### src/rtl/sm_pkg.sv
// Shared definitions for the sign-magnitude operand sequencer.
//   state_e       : sequencer FSM states (capture A, capture B, add, present)
//   sm_max_mag    : largest magnitude representable in an n-bit sign-magnitude word
//   sm_norm_zero  : turns a negative zero (sign set, magnitude zero) into all zeros
// Helpers work on MAX_N-bit containers so they can serve any word width N < MAX_N.
package sm_pkg;

  typedef enum logic [1:0] {
    S_A   = 2'd0,
    S_B   = 2'd1,
    S_ADD = 2'd2,
    S_OUT = 2'd3
  } state_e;

  localparam int unsigned MAX_N = 32;

  function automatic int unsigned sm_max_mag(input int unsigned n);
    return (32'd1 << (n - 32'd1)) - 32'd1;
  endfunction

  // v holds an n-bit sign-magnitude word, zero-extended to MAX_N bits.
  function automatic logic [MAX_N-1:0] sm_norm_zero(input logic [MAX_N-1:0] v,
                                                    input int unsigned n);
    logic [MAX_N-1:0] mask;
    mask = MAX_N'(sm_max_mag(n));
    if ((v & mask) == {MAX_N{1'b0}}) begin
      return {MAX_N{1'b0}};
    end else begin
      return v;
    end
  endfunction

endpackage

### src/rtl/sm_operand_sequencer_tc_to_sm.sv
// tc_to_sm: combinational two's-complement to sign-magnitude conversion.
// Ports:
//   x   in  N  two's-complement word
//   y   out N  sign-magnitude word (bit N-1 sign, N-2:0 magnitude)
//   sat out 1  x was the most negative value and was clamped to -(2^(N-1)-1)
module tc_to_sm
  import sm_pkg::*;
#(
  parameter int N = 4
) (
  input  logic [N-1:0] x,
  output logic [N-1:0] y,
  output logic         sat
);

  localparam logic [N-1:0] MOST_NEG = {1'b1, {(N-1){1'b0}}};

  // Low N-1 bits of -x only depend on the low N-1 bits of x.
  logic [N-2:0] neg_mag_s;
  assign neg_mag_s = (~x[N-2:0]) + (N-1)'(1);

  // Select pass-through, negate, or clamp.
  always_comb begin
    y   = x;
    sat = 1'b0;
    if (x[N-1] == 1'b0) begin
      y   = x;
      sat = 1'b0;
    end else if (x == MOST_NEG) begin
      y   = {1'b1, {(N-1){1'b1}}};
      sat = 1'b1;
    end else begin
      y   = {1'b1, neg_mag_s};
      sat = 1'b0;
    end
  end

endmodule

### src/rtl/sm_operand_sequencer.sv
// sm_operand_sequencer: pairs a stream of two's-complement words into
// sign-magnitude operands for an external combinational sign_adder, then
// captures, normalises and flags the adder's sum.
// Ports:
//   clk, rst            clock, synchronous active-high reset
//   in_valid/in_ready   input handshake, in_data N-bit two's-complement word
//   op_a, op_b          registered sign-magnitude operands to the adder
//   sum_in              sign-magnitude sum returned by the adder
//   out_valid/out_ready result handshake
//   out_sum             normalised result (never negative zero)
//   out_ovf             same-sign magnitudes overflowed; out_sum is wrapped
//   out_sat             one of the inputs was clamped during conversion
// One result every 4 cycles at best: A, B, ADD, OUT.
module sm_operand_sequencer
  import sm_pkg::*;
#(
  parameter int N = 4
) (
  input  logic         clk,
  input  logic         rst,
  input  logic         in_valid,
  output logic         in_ready,
  input  logic [N-1:0] in_data,
  output logic [N-1:0] op_a,
  output logic [N-1:0] op_b,
  input  logic [N-1:0] sum_in,
  output logic         out_valid,
  input  logic         out_ready,
  output logic [N-1:0] out_sum,
  output logic         out_ovf,
  output logic         out_sat
);

  localparam logic [N-1:0] MAX_MAG = N'(sm_max_mag(32'(N)));

  state_e       state_r;
  state_e       state_nxt_s;
  logic [N-1:0] conv_s;
  logic         conv_sat_s;
  logic [N-1:0] op_a_r;
  logic [N-1:0] op_b_r;
  logic         sat_a_r;
  logic         sat_b_r;
  logic [N-1:0] out_sum_r;
  logic         out_ovf_r;
  logic         out_sat_r;
  logic         in_ready_r;
  logic         out_valid_r;
  logic [N-1:0] mag_sum_s;
  logic         ovf_s;
  logic [MAX_N-1:0] norm_wide_s;
  logic         unused_norm_s;

  tc_to_sm #(.N(N)) u_tc_to_sm (
    .x   (in_data),
    .y   (conv_s),
    .sat (conv_sat_s)
  );

  // Magnitude sum at N bits so the carry out of the N-1 bit magnitude is visible.
  assign mag_sum_s = {1'b0, op_a_r[N-2:0]} + {1'b0, op_b_r[N-2:0]};
  assign ovf_s     = (op_a_r[N-1] == op_b_r[N-1]) && (mag_sum_s > MAX_MAG);

  assign norm_wide_s   = sm_norm_zero(MAX_N'(sum_in), 32'(N));
  assign unused_norm_s = |norm_wide_s[MAX_N-1:N];

  // Next-state decode.
  always_comb begin
    state_nxt_s = state_r;
    case (state_r)
      S_A: begin
        if (in_valid) state_nxt_s = S_B;
        else          state_nxt_s = S_A;
      end
      S_B: begin
        if (in_valid) state_nxt_s = S_ADD;
        else          state_nxt_s = S_B;
      end
      S_ADD: state_nxt_s = S_OUT;
      S_OUT: begin
        if (out_ready) state_nxt_s = S_A;
        else           state_nxt_s = S_OUT;
      end
      default: state_nxt_s = S_A;
    endcase
  end

  // State register and Moore handshake flags, registered from the next state
  // so neither flag has a path from in_valid or out_ready.
  always_ff @(posedge clk) begin
    if (rst) begin
      state_r     <= S_A;
      in_ready_r  <= 1'b1;
      out_valid_r <= 1'b0;
    end else begin
      state_r     <= state_nxt_s;
      in_ready_r  <= (state_nxt_s == S_A) || (state_nxt_s == S_B);
      out_valid_r <= (state_nxt_s == S_OUT);
    end
  end

  // Operand capture; operands hold through ADD and OUT.
  always_ff @(posedge clk) begin
    if (rst) begin
      op_a_r  <= {N{1'b0}};
      op_b_r  <= {N{1'b0}};
      sat_a_r <= 1'b0;
      sat_b_r <= 1'b0;
    end else if (state_r == S_A && in_valid) begin
      op_a_r  <= conv_s;
      sat_a_r <= conv_sat_s;
    end else if (state_r == S_B && in_valid) begin
      op_b_r  <= conv_s;
      sat_b_r <= conv_sat_s;
    end
  end

  // Result capture at the end of the ADD cycle; held until the next ADD.
  always_ff @(posedge clk) begin
    if (rst) begin
      out_sum_r <= {N{1'b0}};
      out_ovf_r <= 1'b0;
      out_sat_r <= 1'b0;
    end else if (state_r == S_ADD) begin
      out_sum_r <= norm_wide_s[N-1:0];
      out_ovf_r <= ovf_s;
      out_sat_r <= sat_a_r | sat_b_r;
    end
  end

  assign in_ready  = in_ready_r;
  assign out_valid = out_valid_r;
  assign op_a      = op_a_r;
  assign op_b      = op_b_r;
  assign out_sum   = out_sum_r;
  assign out_ovf   = out_ovf_r;
  assign out_sat   = out_sat_r;

endmodule

### config.mk
export PLATFORM = sky130hd
export DESIGN_NAME = sm_operand_sequencer
export DESIGN_NICKNAME = d
export VERILOG_FILES = /design/src/rtl/sm_pkg.sv /design/src/rtl/sm_operand_sequencer_tc_to_sm.sv /design/src/rtl/sm_operand_sequencer.sv
export SDC_FILE = /design/constraint.sdc
export NUM_CORES = 1
export LEC_CHECK = 0
export ABC_AREA = 1
export BUFFER_PORTS_ARGS = -buffer_cell sky130_fd_sc_hd__buf_2
export CORE_AREA = 2 2 50 52
export DETAILED_ROUTE_END_ITERATION = 10
export DIE_AREA = 0 0 52 54
export HOLD_SLACK_MARGIN = 0.02
export PLACE_DENSITY = 0.69
export SYNTH_ARGS = -nofsm -noshare
export SYNTH_HDL_FRONTEND = slang
export SYNTH_SLANG_ARGS = --single-unit
export TNS_END_PERCENT = 100
### constraint.sdc
create_clock -name clk -period 1.15 [get_ports clk]
set_input_delay 0.23 -clock clk [delete_from_list [all_inputs] [get_ports clk]]
set_output_delay 0.23 -clock clk [all_outputs]
set_load 0.01 [all_outputs]
==> impl_metrics.json <==
{
  "antenna_found_initial": 0,
  "synth_top_area_share_pct": 46.0,
  "path_clk_slew_ns": 0.11,
  "avgSynthCellArea_um2": 7.64,
  "rr_worst_depth": 5,
  "dpl.hpwl_mm": 1.38,
  "crit_end": "out_ovf$_SDFFE_PP0N_",
  "startpoint": "op_a[2]$_SDFFE_PP0P_",
  "final-seq-area_um2": 402,
  "dp.cells": 170,
  "dieArea_um2": 2810,
  "diodes": 0,
  "synth_commonest_cells": "dfxtp_1, nor2_1, nand2_1",
  "area_delta_synth_final_pct": 25.7,
  "ys_top_cells_by_area": "dfxtp_1, nor2_1, nand2_1",
  "clk_latency_ns": 0.30,
  "drt_iter0_drc": 17,
  "rsz0062_at_grt": "no",
  "route.detailed.drc": 0,
  "post-route-min-period_ns": 1.06,
  "syn_area_um2": 871,
  "hold_buffers": 0,
  "path_class": "register to register",
  "clockBufferDepth": 2,
  "ys_warn_count": 0,
  "grt_pass1_vias": 697,
  "worstPathCellList": "ha_1, a21oi_1, nand2_1, nand2_1, a21oi_1",
  "final_core_util_pct": 47.2,
  "wire_per_inst_um": 10.0,
  "status": "complete, no violations",
  "cts_made_buffers": 3,
  "fp.dieH_um": 54,
  "globalplace.congestion": 0.782,
  "htree_levels": 1,
  "start_kind": "register",
  "yosysSeqAreaShare_pct": 46.0,
  "routed_wl_mm": 1.75,
  "slew_headroom_pct": 81.0,
  "reg2reg_from": "op_a[2]$_SDFFE_PP0P_",
  "fillers": 236,
  "multi_input_area_um2": 398,
  "rows": 18,
  "max-cap-violations": 0,
  "cts_tree": "done",
  "track_usage_pct": 14.2,
  "holdPathStages": 3,
  "setup_viol": 0,
  "grt_pass1_wl_mm": 2.87,
  "p_per_area_nw_per_um2": 1590,
  "clock_skew_ns": 0.00110,
  "r2r_end": "out_ovf$_SDFFE_PP0N_",
  "power.leakage_uw": 0.000565,
  "core_um2": 2320,
  "drtAntennaViolNets": 0,
  "hp-class": "input pin to register",
  "fin_nets": 160,
  "cp.arrival_ns": 1.26,
  "die_w_um": 52,
  "cts_resized": 0,
  "p_total_uw": 1750,
  "synth-seq-cells": 20,
  "ir_drop_uv": 900,
  "worst_pin_slew_ns": 0.284,
  "drv_slew": 0,
  "rrSetupSlack_ns": 0.09,
  "grt_overflow_total": 0,
  "finalHoldViolCount": 0,
  "worstPathRequired_ns": 1.34,
  "fin_crit_sh_pct": 92.5,
  "synth_edf_count": 0,
  "cpPeakStageDelay_ns": 0.34,
  "port_buffers": 27,
  "synth_flop_cell": "dfxtp_1",
  "syn-num-nets": 129,
  "root_buffer": "clkbuf_4",
  "vias": 792,
  "first_pass_iters": 4,
  "synth_cell_types": 21,
  "postCtsSetupBuffers": 0,
  "crit_fanout": 3,
  "grt_max_degree": 13,
  "fmax_mhz": 940,
  "ios": 28,
  "syn-instance-count": 114,
  "dp_slack_ns": -0.000397,
  "synth_area_leader_cell": "dfxtp_1",
  "instances_no_fill": 174,
  "cts.sinks": 20,
  "critPathCaptureType": "register",
  "vias_per_cell": 4.55,
  "start_util_pct": 37.5,
  "placed_area_um2": 1040,
  "critical-path-slowest-cell": "dfxtp_1",
  "async_reset_ff_share_pct": 0,
  "fin_area_um2": 1090,
  "drive_above_1_share_pct": 31.9,
  "fin_ws_ns": 0.0861
}
worst min path at each step:
stage | from | end
detailed placement | out_sat$_SDFFE_PP0N_ | out_sat$_SDFFE_PP0N_
finish | sum_in[0] | out_sum[0]$_SDFFE_PP0N_
global route | sum_in[3] | out_sum[3]$_SDFFE_PP0N_
global placement | out_sat$_SDFFE_PP0N_ | out_sat$_SDFFE_PP0N_
floorplan | sum_in[0] | out_sum[0]$_SDFFE_PP0N_
CTS | sum_in[0] | out_sum[0]$_SDFFE_PP0N_
cells in the final DEF, fill, tap and decap left out, types with 2 or more instances in the layout:
cell,n
buf_2,27
nand2_1,17
nand3_1,3
inv_1,11
nor2_1,20
ha_1,3
o21ai_0,8
dfxtp_1,19
inv_2,4
a21oi_1,10
nor2_2,2
o21ai_1,5
clkbuf_4,3
worst max-delay path: cells and delay by family (launching register included):
kind                       cells  cell delay, ns
AOI/OAI and AO/OA              2            0.19
and+or+nand+nor                2            0.12
DFF                            1            0.34
adders and majority gates      1            0.31
report_power, final:
group | switching (uW) | internal (uW)
clock network | 213 | 352
registers | 54.3 | 768
logic | 213 | 145
total | 480 | 1270
cell type report:
type                            count  share of cell area (%)
Tap cell                           30                    3.43
Clock inverter                      1                    2.74
Sequential cell                    20                    36.7
Multi-Input combinational cell     76                    36.3
Inverter                           16                    5.71
Clock buffer                        3                    2.06
Timing Repair Buffer               28                    13.0
cell families (layout without fill, tap and decap cells):
family / after synthesis / count (layout) / share of synthesized area [%]
compound gates: 25 / 25 / 14.9
xor+xnor: 1 / 1 / 1.01
fa+ha+maj: 3 / 3 / 4.31
buf+inv: 18 / 48 / 8.33
flops: 20 / 20 / 46.0
simple gates: 47 / 47 / 25.4
registers in the layout (all words and copies together) (netlist names):
register   count
op_b           4
in_ready       1
out_sat        1
out_ovf        1
op_a           4
state_r        2
sat_a_r        1
sat_b_r        1
out_valid      1
out_sum        4
per-layer routing:
layer	global-route usage (%)	routed length, um	vias to the layer above
met5	0	0	-
met4	11.8	51	0
met3	1.11	100	4
met2	22.8	759	25
met1	17.2	834	342
li1	-	-	421
per-stage QoR:
| stage | setup TNS (ns) | hold slack, ns |
|---|---|---|
| after floorplan | 0 | 0.365 |
| after global placement | 0 | 0.457 |
| after detailed placement | -0.000397 | 0.468 |
| after CTS | 0 | 0.173 |
| after global routing | 0 | 0.179 |
| final | 0 | 0.176 |
Note: power is estimated with default switching activity, not from simulation.
